--- config.mk ---
export PLATFORM = sky130hd
export DESIGN_NAME = pipelined_ripple_adder_flat
export DESIGN_NICKNAME = d
export VERILOG_FILES = /design/src/rtl/pipelined_ripple_adder_if.sv /design/src/rtl/pipelined_ripple_adder.sv /design/src/flat_wrapper.sv
export SDC_FILE = /design/constraint.sdc
export NUM_CORES = 1
export LEC_CHECK = 0
export ABC_AREA = 1
export CAP_MARGIN = 20
export CORE_ASPECT_RATIO = 0.75
export CORE_MARGIN = 2
export CORE_UTILIZATION = 56
export DETAILED_ROUTE_END_ITERATION = 10
export PLACE_DENSITY = 0.8
export SLEW_MARGIN = 10
export SYNTH_ARGS = -nofsm -noshare
export SYNTH_HDL_FRONTEND = slang
export SYNTH_SLANG_ARGS = --single-unit
--- constraint.sdc ---
create_clock -name clk -period 7.1 [get_ports clk]
set_input_delay 1.065 -clock clk [delete_from_list [all_inputs] [get_ports clk]]
set_output_delay 1.065 -clock clk [all_outputs]
set_load 0.01 [all_outputs]
--- src/rtl/pipelined_ripple_adder_if.sv ---
`default_nettype none
// ============================================================================
//  Module      : pipelined_ripple_adder_if
//  Description : Valid/ready operand and result streams of the pipelined adder.
//  Revision    : 1.0 - initial release
// ============================================================================
interface pipelined_ripple_adder_if #(
    parameter int WIDTH = 32
);
    logic             in_valid;
    logic             in_ready;
    logic [WIDTH-1:0] a;
    logic [WIDTH-1:0] b;
    logic             cin;
    logic             sub;
    logic             out_valid;
    logic             out_ready;
    logic [WIDTH-1:0] sum;
    logic             cout;
    logic             ovf;

    modport slave (
        input  in_valid, a, b, cin, sub, out_ready,
        output in_ready, out_valid, sum, cout, ovf
    );

    modport master (
        output in_valid, a, b, cin, sub, out_ready,
        input  in_ready, out_valid, sum, cout, ovf
    );
endinterface
`default_nettype wire

--- src/rtl/pipelined_ripple_adder.sv ---
`default_nettype none
// ============================================================================
//  Module      : pipelined_ripple_adder
//  Description : WIDTH-bit add/sub as a ripple chain, one SEG_WIDTH slice per
//                pipeline stage, valid/ready streaming with full backpressure.
//  Revision    : 1.0 - initial release
// ============================================================================
module pipelined_ripple_adder #(
    parameter int WIDTH     = 32,
    parameter int SEG_WIDTH = 8
) (
    input  wire logic                 clk,
    input  wire logic                 rst,
    pipelined_ripple_adder_if.slave   bus
);
    localparam int NUM_STAGES = WIDTH / SEG_WIDTH;

    logic                 w_adv;
    logic [WIDTH-1:0]     w_b_eff;
    logic                 w_c0;
    logic [WIDTH-1:0]     w_in_a [NUM_STAGES];
    logic [WIDTH-1:0]     w_in_b [NUM_STAGES];
    logic [WIDTH-1:0]     w_in_s [NUM_STAGES];
    logic                 w_in_c [NUM_STAGES];
    logic [SEG_WIDTH:0]   w_sl   [NUM_STAGES];
    logic [WIDTH-1:0]     w_nx_s [NUM_STAGES];
    logic                 w_ovf_nxt;

    // Operands ride along whole (skew), partial sums accumulate (deskew).
    logic [WIDTH-1:0]     r_a [NUM_STAGES];
    logic [WIDTH-1:0]     r_b [NUM_STAGES];
    logic [WIDTH-1:0]     r_s [NUM_STAGES];
    logic                 r_c [NUM_STAGES];
    logic                 r_v [NUM_STAGES];
    logic                 r_ovf;

    assign w_adv        = !r_v[NUM_STAGES-1] || bus.out_ready;
    assign bus.in_ready = w_adv;

    always_comb begin
        w_b_eff   = bus.sub ? ~bus.b : bus.b;
        w_c0      = bus.sub ? ~bus.cin : bus.cin;
        w_in_a[0] = bus.a;
        w_in_b[0] = w_b_eff;
        w_in_s[0] = '0;
        w_in_c[0] = w_c0;
        for (int k = 1; k < NUM_STAGES; k++) begin
            w_in_a[k] = r_a[k-1];
            w_in_b[k] = r_b[k-1];
            w_in_s[k] = r_s[k-1];
            w_in_c[k] = r_c[k-1];
        end
    end

    always_comb begin
        for (int k = 0; k < NUM_STAGES; k++) begin
            w_sl[k]   = {1'b0, w_in_a[k][k*SEG_WIDTH +: SEG_WIDTH]}
                      + {1'b0, w_in_b[k][k*SEG_WIDTH +: SEG_WIDTH]}
                      + {{SEG_WIDTH{1'b0}}, w_in_c[k]};
            w_nx_s[k] = w_in_s[k];
            w_nx_s[k][k*SEG_WIDTH +: SEG_WIDTH] = w_sl[k][SEG_WIDTH-1:0];
        end
        // a^b^s at the MSB recovers the carry into the MSB.
        w_ovf_nxt = w_in_a[NUM_STAGES-1][WIDTH-1] ^ w_in_b[NUM_STAGES-1][WIDTH-1]
                  ^ w_nx_s[NUM_STAGES-1][WIDTH-1] ^ w_sl[NUM_STAGES-1][SEG_WIDTH];
    end

    always_ff @(posedge clk) begin
        if (rst) begin
            for (int k = 0; k < NUM_STAGES; k++) begin
                r_a[k] <= '0;
                r_b[k] <= '0;
                r_s[k] <= '0;
                r_c[k] <= 1'b0;
                r_v[k] <= 1'b0;
            end
            r_ovf <= 1'b0;
        end else if (w_adv) begin
            r_v[0] <= bus.in_valid;
            for (int k = 1; k < NUM_STAGES; k++) begin
                r_v[k] <= r_v[k-1];
            end
            for (int k = 0; k < NUM_STAGES; k++) begin
                r_a[k] <= w_in_a[k];
                r_b[k] <= w_in_b[k];
                r_s[k] <= w_nx_s[k];
                r_c[k] <= w_sl[k][SEG_WIDTH];
            end
            r_ovf <= w_ovf_nxt;
        end
    end

    assign bus.out_valid = r_v[NUM_STAGES-1];
    assign bus.sum       = r_s[NUM_STAGES-1];
    assign bus.cout      = r_c[NUM_STAGES-1];
    assign bus.ovf       = r_ovf;
endmodule
`default_nettype wire
--- src/flat_wrapper.sv ---
// flat-port wrapper written by rule: the top's interface ports become plain ports
module pipelined_ripple_adder_flat 
#(
    parameter int WIDTH     = 32,
    parameter int SEG_WIDTH = 8
)
  (clk, rst, bus_in_valid, bus_a, bus_b, bus_cin, bus_sub, bus_out_ready, bus_in_ready, bus_out_valid, bus_sum, bus_cout, bus_ovf);
  pipelined_ripple_adder_if #(.WIDTH(WIDTH)) bus_i ();
  input  wire logic clk;
  input  wire logic rst;
  input wire logic [$bits(bus_i.in_valid)-1:0] bus_in_valid;
  input wire logic [$bits(bus_i.a)-1:0] bus_a;
  input wire logic [$bits(bus_i.b)-1:0] bus_b;
  input wire logic [$bits(bus_i.cin)-1:0] bus_cin;
  input wire logic [$bits(bus_i.sub)-1:0] bus_sub;
  input wire logic [$bits(bus_i.out_ready)-1:0] bus_out_ready;
  output wire logic [$bits(bus_i.in_ready)-1:0] bus_in_ready;
  output wire logic [$bits(bus_i.out_valid)-1:0] bus_out_valid;
  output wire logic [$bits(bus_i.sum)-1:0] bus_sum;
  output wire logic [$bits(bus_i.cout)-1:0] bus_cout;
  output wire logic [$bits(bus_i.ovf)-1:0] bus_ovf;
  assign bus_i.in_valid = bus_in_valid;
  assign bus_i.a = bus_a;
  assign bus_i.b = bus_b;
  assign bus_i.cin = bus_cin;
  assign bus_i.sub = bus_sub;
  assign bus_i.out_ready = bus_out_ready;
  assign bus_in_ready = bus_i.in_ready;
  assign bus_out_valid = bus_i.out_valid;
  assign bus_sum = bus_i.sum;
  assign bus_cout = bus_i.cout;
  assign bus_ovf = bus_i.ovf;
  pipelined_ripple_adder #(.WIDTH(WIDTH), .SEG_WIDTH(SEG_WIDTH)) u_core (.clk(clk), .rst(rst), .bus(bus_i));
endmodule
# Word level (Yosys, flattened, before mapping)

Memory sizes are Yosys's and may differ from the RTL's.
Index checks and enable logic that the tools add are counted.

Input bits: 70
Memory bits (writable): 392
Register bits after elaboration: 1
Memories kept: 5
Logic and storage cells: 68

Multiplexer cells: 27
Bitwise operators: 25
Reduce and logical (&&, ||, !) cells: 2
Add/sub/neg operators: 8

Memories:

| memory     | depth | bits a word | rd ports | clocked after Yosys merged registers in | write ports | line                         | RTL |
|---|---|---|---|---|---|---|---|
| u_core.r_a | 4     | 32          | 3        | 0                                       | 4           | pipelined_ripple_adder.sv:30 | `logic [WIDTH-1:0] r_a [NUM_STAGES];` |
| u_core.r_b | 4     | 32          | 3        | 0                                       | 4           | pipelined_ripple_adder.sv:31 | `logic [WIDTH-1:0] r_b [NUM_STAGES];` |
| u_core.r_s | 4     | 32          | 4        | 0                                       | 4           | pipelined_ripple_adder.sv:32 | `logic [WIDTH-1:0] r_s [NUM_STAGES];` |
| u_core.r_c | 4     | 1           | 4        | 0                                       | 4           | pipelined_ripple_adder.sv:33 | `logic r_c [NUM_STAGES];` |
| u_core.r_v | 4     | 1           | 4        | 0                                       | 4           | pipelined_ripple_adder.sv:34 | `logic r_v [NUM_STAGES];` |

Operators with widths:

| cell                 | number |
|---|---|
| two-way mux 32 bit   | 13 |
| adder 8 x 8 -> 9 bit | 4 |
| adder 9 x 1 -> 9 bit | 4 |
| NOT 32 bit           | 1 |
| OR 1 bit             | 20 |
| two-way mux 1 bit    | 14 |
| bitwise XOR 1 bit    | 3 |
| zero test 1 bit      | 1 |
| logical OR 1 bit     | 1 |
| NOT 1 bit            | 1 |

# Logic depth before layout (Yosys ltp)

Gate-level depths: netlist (run 1).
An unclocked memory read counts as a cell.

Depth after elaboration: 7
Depth in mapped cells: 13
Depth with buffers taken out: 11

# Least setup slack after synthesis (run 1)

No wires, ideal clock.

Path kind: in2reg
Start point: input bus_out_ready
End point: memory u_core.r_a[0][10] (enable)
Stages: 4
Arrival: 4260 ps
Required time: 5619 ps
Setup slack: 1359 ps
Path buffers: 0
Setup time: 1481 ps
Path through: inv_1 nand2_2 inv_2 nand2_1

RTL lines:

| item        | line                         | RTL |
|---|---|---|
| from (decl) | flat_wrapper.sv:16           | `input wire logic [$bits(bus_i.out_ready)-1:0] bus_out_ready;` |
| to (decl)   | pipelined_ripple_adder.sv:30 |  |

==> results of run 1 <==
[where the power goes]
group          total (mW)  switching [mW]  internal [mW]
Clock               0.918           0.372          0.547
Combinational       0.288           0.155          0.133
Sequential           1.32          0.0263           1.30
Total                2.53           0.553           1.97
[worst register-to-register path: cells and delay by family, from the launching register on]
| kind | cells | cell delay (ns) |
|---|---|---|
| AOI/OAI and AO/OA | 2 | 0.35 |
| buffers and inverters | 3 | 1.06 |
| and+or+nand+nor | 2 | 0.63 |
| DFF | 1 | 0.43 |
[metal layers]
| metal | track usage (%) | vias up | part of all wire (%) |
|---|---|---|---|
| met1 | 20.3 | 2353 | 43 |
| met5 | 0 | - | 0 |
| li1 | - | 2698 | - |
| met2 | 29.8 | 120 | 52 |
| met4 | 5.85 | 0 | 1.4 |
| met3 | 4.32 | 14 | 3.5 |
[state kept, by name (all words and copies together), names as in the netlist]
register        count
u_core.r_c          4
u_core.r_s         80
u_core.bus.ovf      1
u_core.r_v          4
u_core.r_a         48
u_core.r_b         48
[worst max path at each step]
stage	start	endpoint	cells past startpoint
6_report	bus_out_ready	u_core.r_s[0][4]$_SDFFCE_PN0P_	9
3_3_place_gp	bus_out_ready	u_core.r_s[0][4]$_SDFFCE_PN0P_	9
2_1_floorplan	bus_out_ready	u_core.r_a[0][10]$_SDFFCE_PN0P_	4
5_1_grt	bus_out_ready	u_core.r_s[0][4]$_SDFFCE_PN0P_	9
3_5_place_dp	bus_out_ready	u_core.r_s[0][44]$_SDFFCE_PN0P_	9
4_1_cts	bus_out_ready	u_core.r_s[0][44]$_SDFFCE_PN0P_	9
[through the flow]
stage	hold WS (ns)	instances
after floorplan	0.491	824
after global placement	0.479	1086
after detailed placement	0.476	1086
after CTS	0.497	1118
after global routing	0.526	1118
final	0.495	1118
[logic make-up after synthesis]
logic type	after synthesis
flops	185
simple gates	275
compound gates	57
fa+ha+maj	36
buf+inv	238
xor+xnor	33
[area by class of cell]
class	instances	area, um^2	share of cell area, %
Clock buffer	21	440	4.20
Clock inverter	11	129	1.23
Inverter	183	692	6.59
Multi-Input combinational cell	401	2350	22.4
Sequential cell	185	5550	52.8
Tap cell	210	263	2.50
Timing Repair Buffer	107	1070	10.2
[layout by cell type (no fill, tap or decap), types with 2 or more instances in the layout]
cell type	netlist	routed
a21boi_0	3	3
a21oi_1	37	37
a21oi_2	3	3
bufinv_16	0	3
clkbuf_1	0	4
clkbuf_16	0	17
clkdlybuf4s50_1	0	104
clkinv_1	0	5
clkinvlp_4	0	2
edfxtp_1	184	184
fa_1	8	8
ha_1	28	28
inv_1	181	181
nand2_1	70	69
nand3_1	21	21
nor2_1	116	116
nor2_2	63	63
o21a_1	3	3
o21ai_0	9	9
xnor2_1	25	25
xor2_1	8	8
==> results.toml, run 1 <==
[synthesis]
synth_top_area_share_pct = 61.4
yosysMostFrequentCell = "edfxtp_1"
synth_edf_count = 184
syn-instance-count = 824
yosys-top-cells-area = "edfxtp_1, inv_1, nor2_1, nor2_2, ha_1"
synth_xor_area_share_pct = 3.21
synth_simple_gate_area_share_pct = 13.7
synthFlopType = "edfxtp_1"
synth_adder_area_share_pct = 5.67
ys_seq_elements = 185
yosys_warnings = 0
synth_area_leader_cell = "edfxtp_1"
postSynth.asyncResetShare_pct = 0
synth_top_family_by_area = "simple AND/OR/NAND/NOR gates"
synth_compound_area_share_pct = 3.49
synth_cell_types = 28
synthMuxAreaShare_pct = 0
syn_area_um2 = 9000
synth-seq-area-share_pct = 61.6
synth_fp_nets = 930
synth_common_cells = "edfxtp_1, inv_1, nor2_1"
syn_area_per_cell_um2 = 10.9

[grt]
grt_remaining_overflow = 0
grt_pass1_vias = 4938
grt_pass1_wl_um = 22300
antenna_found_initial = 0
grt_usage_pct = 16.9
grt_max_degree = 185

[cells_and_area]
fill_cells = 1147
fin_util_pct = 66.2
diodes = 0
drive_gt1_share_pct = 10.7
area_growth_pct = 16.7
final_nets = 1001
design_area_um2 = 10500

[setup_path]
start_kind = "input pin"
critPathMaxStageDelay_ns = 0.71
reg2reg_slack_ns = 4.52
r2r-start = "u_core.r_v[3]$_DFFE_PP_"
critPathCaptureType = "flip-flop"
critPathMaxFanout = 96
crit_chain = "clkdlybuf4s50_1 -> inv_1 -> nand2_2 -> inv_2 -> nor2_4 -> inv_6 -> buf_4 -> a21oi_2 -> o21a_1"
path_buf_inv = 5
crit_type = "in2reg"
cp_slowest_cell = "buf_4"
critical_path_arrival_ns = 3.46
r2r_end = "u_core.r_s[0][4]$_SDFFCE_PN0P_"
ff2ff_path_depth = 7
cp_top_family = "buffers and inverters"
critPathRequiredTime_ns = 7.28

[timing]
finClkSkew_ns = 0.00842
grt_setup_unrepaired = "no"
relSlewSlack_pct = 30.5
setup_slack_ns = 3.82
worstMarginPinSlew_ns = 1.04
final.period_utilization_pct = 46.2
hold_violations = 0
finalSetupViolations = 0
min_period_ns = 3.28
max_freq_mhz = 305
tns_ns = 0
maxSlewViolCount = 0

[hold_path]
hold_class = "reg2reg"
min_path_cells = 2
worst_hold_path.endpoint = "u_core.bus.ovf$_SDFFE_PP0N_"
min-delay-start = "u_core.bus.ovf$_SDFFE_PP0N_"

[die]
top_level_ports = 106
fp-row-count = 40
die_w_um = 150
initial_core_util_pct = 56.7
die_y_um = 114
core_um2 = 15900
die_area_um2 = 17100

[status]
status = "complete, no violations"

[clock_network]
clock_latency_ns = 0.43
ctsHoldBuffers = 0
htreeDepth = 4
cts_setup_buffers = 0
cts_buffers = 17
cts_tree = "built"
clkTransAtPathRegs_ns = 0.06
cts_sinks = 185
cts_resized = 0
clockBufferDepth = 2
root_buffer = "clkbuf_16"

[detailed_routing]
drt_drc_violations_left = 0
drt_iter0_markers = 347
via_per_inst = 4.64
routed-via-count = 5185
final_antenna_net_count = 0
first_pass_iters = 4
routed_wl_um = 13500
wire_per_inst_um = 12.0

[placed_design]
gp_congestion = 0.822
dpl.hpwl_um = 8550
port_buffers = 105
pre_cts_ws_ns = 3.36
dpl_cell_area_um2 = 9930

[pwr]
cellPowerDensity_nw_per_um2 = 241
fin_total_pwr_mw = 2.53
peakVddDrop_uv = 177
p_leak_nw = 4.55

[run]
cap_violations = 0
(Power assumes the default switching activity.)
==> run 2: changes to the inputs <==
- clock period: 7.1 -> 3.2 ns (I/O delays scaled with it)
==> results.toml, run 2 (same netlist as run 1, synthesis figures left out) <==
[cells_and_area]
top_register = "u_core.r_s"
fill_cells = 1162
mostFrequentLayoutCells = "edfxtp_1, inv_1, nor2_1"
area_growth_pct = 19.2
mostFrequentLayoutCell = "edfxtp_1"
drive_gt1_share_pct = 12.7
reg_top3 = "u_core.r_s: 80 flops, u_core.r_a: 48 flops, u_core.r_b: 48 flops"
final_nets = 1014
fin_cells = 1131
largest_register_ffs = 80
diodes = 0

[clock_network]
ctsHoldBuffers = 0
clkTransAtPathRegs_ns = 0.06
cts_resized = 0
cts_buffers = 17
clockBufferDepth = 2
clock_latency_ns = 0.42
cts_sinks = 185
cts_setup_buffers = 0
cts_tree = "built"
htreeDepth = 4
root_buffer = "clkbuf_16"

[timing]
finClkSkew_ns = 0.0100
final.period_utilization_pct = 68.0
finalSetupViolations = 0
worstMarginPinSlew_ns = 0.580
tns_ns = 0
hold_violations = 0
maxSlewViolCount = 0
relSlewSlack_pct = 61.3
grt_setup_unrepaired = "no"
min_period_ns = 2.18
setup_slack_ns = 1.02
max_freq_mhz = 460

[placed_design]
gp_congestion = 0.849
port_buffers = 105
dp_cells = 1099
pre_cts_ws_ns = 0.615
dpl.hpwl_um = 8850

[grt]
grt_remaining_overflow = 0
busiest_layer = "met2"
globalRouteMet1Util_pct = 20.8
grt_pass1_wl_um = 22600
grt_usage_pct = 17.3
grt_max_degree = 67
grt_util_met3_pct = 4.40
antenna_found_initial = 0
grt_pass1_vias = 5038
met2_usage_pct = 29.2

[status]
status = "complete, no violations"

[pwr]
cellPowerDensity_nw_per_um2 = 557
p_leak_nw = 4.67
fin_total_pwr_mw = 5.97
peakVddDrop_uv = 306

[detailed_routing]
wire_per_inst_um = 12.0
drt_drc_violations_left = 0
routed_wl_um = 13600
first_pass_iters = 5
drt_iter0_markers = 410
final_antenna_net_count = 0
via_per_inst = 4.60
routed-via-count = 5199

[hold_path]
hold_class = "reg2reg"

[setup_path]
critPathCaptureType = "flip-flop"
critical_path_arrival_ns = 2.44
crit_type = "in2reg"
critPathRequiredTime_ns = 3.46
critPathMaxFanout = 3
start_kind = "input pin"

[die]
core_um2 = 15900
die_area_um2 = 17100
fp-row-count = 40
top_level_ports = 106
initial_core_util_pct = 56.7
die_y_um = 114
die_w_um = 150

[run]
cap_violations = 0
==> run 2: path summary, 6_finish.rpt <==
kind                                   from                               to  slack, ns  depth (start not counted)
min             u_core.bus.ovf$_SDFFE_PP0N_      u_core.bus.ovf$_SDFFE_PP0N_       0.48                          2
min reg2reg     u_core.bus.ovf$_SDFFE_PP0N_      u_core.bus.ovf$_SDFFE_PP0N_       0.48                          2
max reg2reg  u_core.r_c[0][1]$_SDFFCE_PN0P_  u_core.r_s[0][86]$_SDFFCE_PN0P_       1.17                         11
max                                bus_b[0]   u_core.r_s[0][6]$_SDFFCE_PN0P_       1.02                         12
==> run 2: final cells by class <==
cell class	instances	area, um^2	share of cell area [%]
Clock buffer	19	433	4.04
Clock inverter	13	248	2.31
Inverter	183	692	6.45
Multi-Input combinational cell	401	2360	22.0
Sequential cell	185	5550	51.7
Tap cell	210	263	2.45
Timing Repair Buffer	120	1180	11.0
==> run 2: critical path, cell delays in order <==
cell and delay (ns):
clkdlybuf4s50_1 0.47, xor2_1 0.19, fa_1 0.22, inv_1 0.06, fa_1 0.35, inv_1 0.09, nand3_1 0.07, nand2_1 0.12
nand3_1 0.10, nand2_1 0.10, nand2_1 0.05, a21oi_1 0.14
==> run 2: per-layer routing <==
metal / share of wire (%) / wire length [um]
met1: 43 / 5830
met2: 52 / 7040
met3: 4.1 / 557
met4: 1.2 / 169
met5: 0 / 0
==> run 2: power by group <==
| part | total, mW | internal (mW) | switching, mW |
|---|---|---|---|
| Combinational | 0.655 | 0.306 | 0.349 |
| Clock | 2.39 | 1.54 | 0.849 |
| Sequential | 2.93 | 2.87 | 0.0556 |
| Total | 5.97 | 4.72 | 1.25 |
==> run 2: stage by stage <==
step,cell area (um^2),hold WS (ns),utilization [%]
after global routing,10700,0.523,67.6
after floorplan,9000,0.491,-
after CTS,10700,0.486,67.6
after global placement,10000,0.476,63.3
after detailed placement,10000,0.475,63.3
final,10700,0.480,67.6
==> patch: new RTL, config.mk and constraints of run 1 <==
`WIDTH` is set to 32 in 3 places; all go to 16.
--- a/src/rtl/pipelined_ripple_adder_if.sv
+++ b/src/rtl/pipelined_ripple_adder_if.sv
@@ -6,5 +6,5 @@
 // ============================================================================
 interface pipelined_ripple_adder_if #(
-    parameter int WIDTH = 32
+    parameter int WIDTH = 16
 );
     logic             in_valid;
--- a/src/rtl/pipelined_ripple_adder.sv
+++ b/src/rtl/pipelined_ripple_adder.sv
@@ -7,5 +7,5 @@
 // ============================================================================
 module pipelined_ripple_adder #(
-    parameter int WIDTH     = 32,
+    parameter int WIDTH     = 16,
     parameter int SEG_WIDTH = 8
 ) (
--- a/src/flat_wrapper.sv
+++ b/src/flat_wrapper.sv
@@ -2,5 +2,5 @@
 module pipelined_ripple_adder_flat 
 #(
-    parameter int WIDTH     = 32,
+    parameter int WIDTH     = 16,
     parameter int SEG_WIDTH = 8
 )
Ports: changed (resized bus_a, bus_b and bus_sum); port bits go from 106 to 58. No check against the original RTL was run, so the function may have changed too.
==> patch against run 1 <==
Combinational power is 42% lower. Area after synthesis shrank 70%. First-iteration DRC count down 83%. Cell area down 69%. Sequential cell count down 140. Count of clock-buffer cells in the layout fell by 13. Total power is 74% lower. Clock power is 83% lower. Via count down 64%. Worst setup slack got worse by 330 ps. Wire length shrank 68%. Critical path type unchanged. Highest routed layer unchanged.
==> patch: results (changes against run 1) <==
<table>
<tr><th>Metric</th><th>Value</th></tr>
<tr><th colspan="2">Status</th></tr>
<tr><td>Result of the run</td><td>completed</td></tr>
<tr><th colspan="2">Setup path</th></tr>
<tr><td>Largest incremental delay on the critical path</td><td>1090 ps (+380 ps)</td></tr>
<tr><td>Startpoint of the lowest-slack register-to-register path</td><td>u_core.r_a[0][8]</td></tr>
<tr><td>Worst reg2reg path depth</td><td>10 (+3)</td></tr>
<tr><td>Destination of the worst register-to-register timing path</td><td>u_core.r_s[0][30]</td></tr>
<tr><td>Worst setup path endpoint</td><td>u_core.r_s[0][6]</td></tr>
<tr><td>Critical path origin</td><td>bus_sub</td></tr>
<tr><th colspan="2">Drt</th></tr>
<tr><td>DRC violation total after the first TritonRoute iteration</td><td>58 (-83%)</td></tr>
<tr><td>Routed wire length per instance</td><td>11.3 µm (-6.4%)</td></tr>
<tr><th colspan="2">Final layout</th></tr>
<tr><td>Total number of nets in the final design</td><td>380 (-62%)</td></tr>
<tr><th colspan="2">Logic synthesis</th></tr>
<tr><td>Largest cells by area after synthesis</td><td>sky130_fd_sc_hd__edfxtp_1 49%, sky130_fd_sc_hd__inv_1 6.9%, sky130_fd_sc_hd__ha_1 6.5%</td></tr>
<tr><td>Post-synth EDFFs</td><td>44 (-76%)</td></tr>
<tr><td>Synthesized netlist net count</td><td>338 (-64%)</td></tr>
<tr><td>Share of the yosys chip area belonging to registers</td><td>49.5% (-12 points)</td></tr>
<tr><td>Most numerous cell types in the synthesized netlist</td><td>50 x sky130_fd_sc_hd__inv_1, 44 x sky130_fd_sc_hd__edfxtp_1, 42 x sky130_fd_sc_hd__nor2_1, 37 x sky130_fd_sc_hd__nand2_1, 17 x sky130_fd_sc_hd__buf_4</td></tr>
<tr><th colspan="2">Placement</th></tr>
<tr><td>Placed standard-cell area</td><td>3170 µm² (-68%)</td></tr>
<tr><td>Dpl hpwl</td><td>3250 µm (-62%)</td></tr>
<tr><th colspan="2">GRT</th></tr>
<tr><td>M3 GR Usage</td><td>4.78% (+0.46 points)</td></tr>
<tr><td>Total Routing Usage GR</td><td>17.0% (+0.061 points)</td></tr>
<tr><td>Met1 usage</td><td>21.8% (+1.5 points)</td></tr>
<tr><td>Number of global-route vias before repair</td><td>1730 (-65%)</td></tr>
<tr><th colspan="2">Clock tree</th></tr>
<tr><td>Worst-path clk slew</td><td>80 ps (+20 ps)</td></tr>
<tr><td>Maximum level of the CTS H-tree</td><td>2 (-2)</td></tr>
<tr><th colspan="2">Pwr</th></tr>
<tr><td>Leakage power total</td><td>1.49 nW (-67%)</td></tr>
<tr><td>Tot Pwr</td><td>0.000662 W (-74%)</td></tr>
</table>
[patch: changes by cell type in the layout (fill, tap and decap cells not counted), moves of 33 or more]
cell and change:
sky130_fd_sc_hd__edfxtp_1 -140, sky130_fd_sc_hd__inv_1 -131, sky130_fd_sc_hd__nor2_1 -74, sky130_fd_sc_hd__nor2_2 -61, sky130_fd_sc_hd__clkdlybuf4s50_1 -47, sky130_fd_sc_hd__nand2_1 -33
[patch: final cells by class]
| cell class | instances | share of cell area (%) |
|---|---|---|
| tap | 57 | 2.19 |
| multi-input combinational | 163 | 30.4 |
| inverter | 52 | 5.99 |
| timing repair buffer | 57 | 17.5 |
| clock buffer | 8 | 2.76 |
| sequential | 45 | 41.1 |
[patch: stage by stage]
| stage | cells | hold slack [ps] | setup WS, ps | utilization (%) |
|---|---|---|---|---|
| after floorplan | 282 | 491 | 4170 | - |
| after global placement | 374 | 463 | 3230 | 69.7 |
| after detailed placement | 374 | 470 | 3170 | 69.7 |
| after CTS | 382 | 482 | 3470 | 71.7 |
| after global routing | 382 | 494 | 3270 | 71.7 |
| final | 382 | 476 | 3490 | 71.7 |
[patch: routing by layer]
metal / share of wire, % / vias up
met2: 49 / 48
met4: 0.58 / 0
met3: 5.0 / 4
met5: 0 / -
li1: - / 958
met1: 45 / 845
[patch: logic make-up after synthesis]
logic type               Yosys count  share of synthesized area, %
AO/OA/AOI/OAI                     29                          6.14
AND/OR/NAND/NOR                   98                          15.1
adder cells (fa/ha/maj)           18                          9.42
XOR/XNOR                          18                          5.82
flip-flops                        45                          49.5
buffers and inverters             74                          14.0
[patch: power breakdown]
| part | switching [W] | internal (W) | total [W] |
|---|---|---|---|
| sequential | 0.00000986 | 0.000328 | 0.000338 |
| clock | 0.0000778 | 0.0000794 | 0.000157 |
| combinational | 0.0000848 | 0.0000821 | 0.000167 |
| total | 0.000172 | 0.000490 | 0.000662 |
[patch: worst min-delay path by stage]
stage | startpoint | endpoint | cells after the start
5_1_grt | u_core.bus.ovf | u_core.bus.ovf | 2
3_5_place_dp | u_core.bus.ovf | u_core.bus.ovf | 2
2_1_floorplan | u_core.bus.ovf | u_core.bus.ovf | 2
3_3_place_gp | u_core.bus.ovf | u_core.bus.ovf | 2
6_report | u_core.bus.ovf | u_core.bus.ovf | 2
4_1_cts | u_core.bus.ovf | u_core.bus.ovf | 2
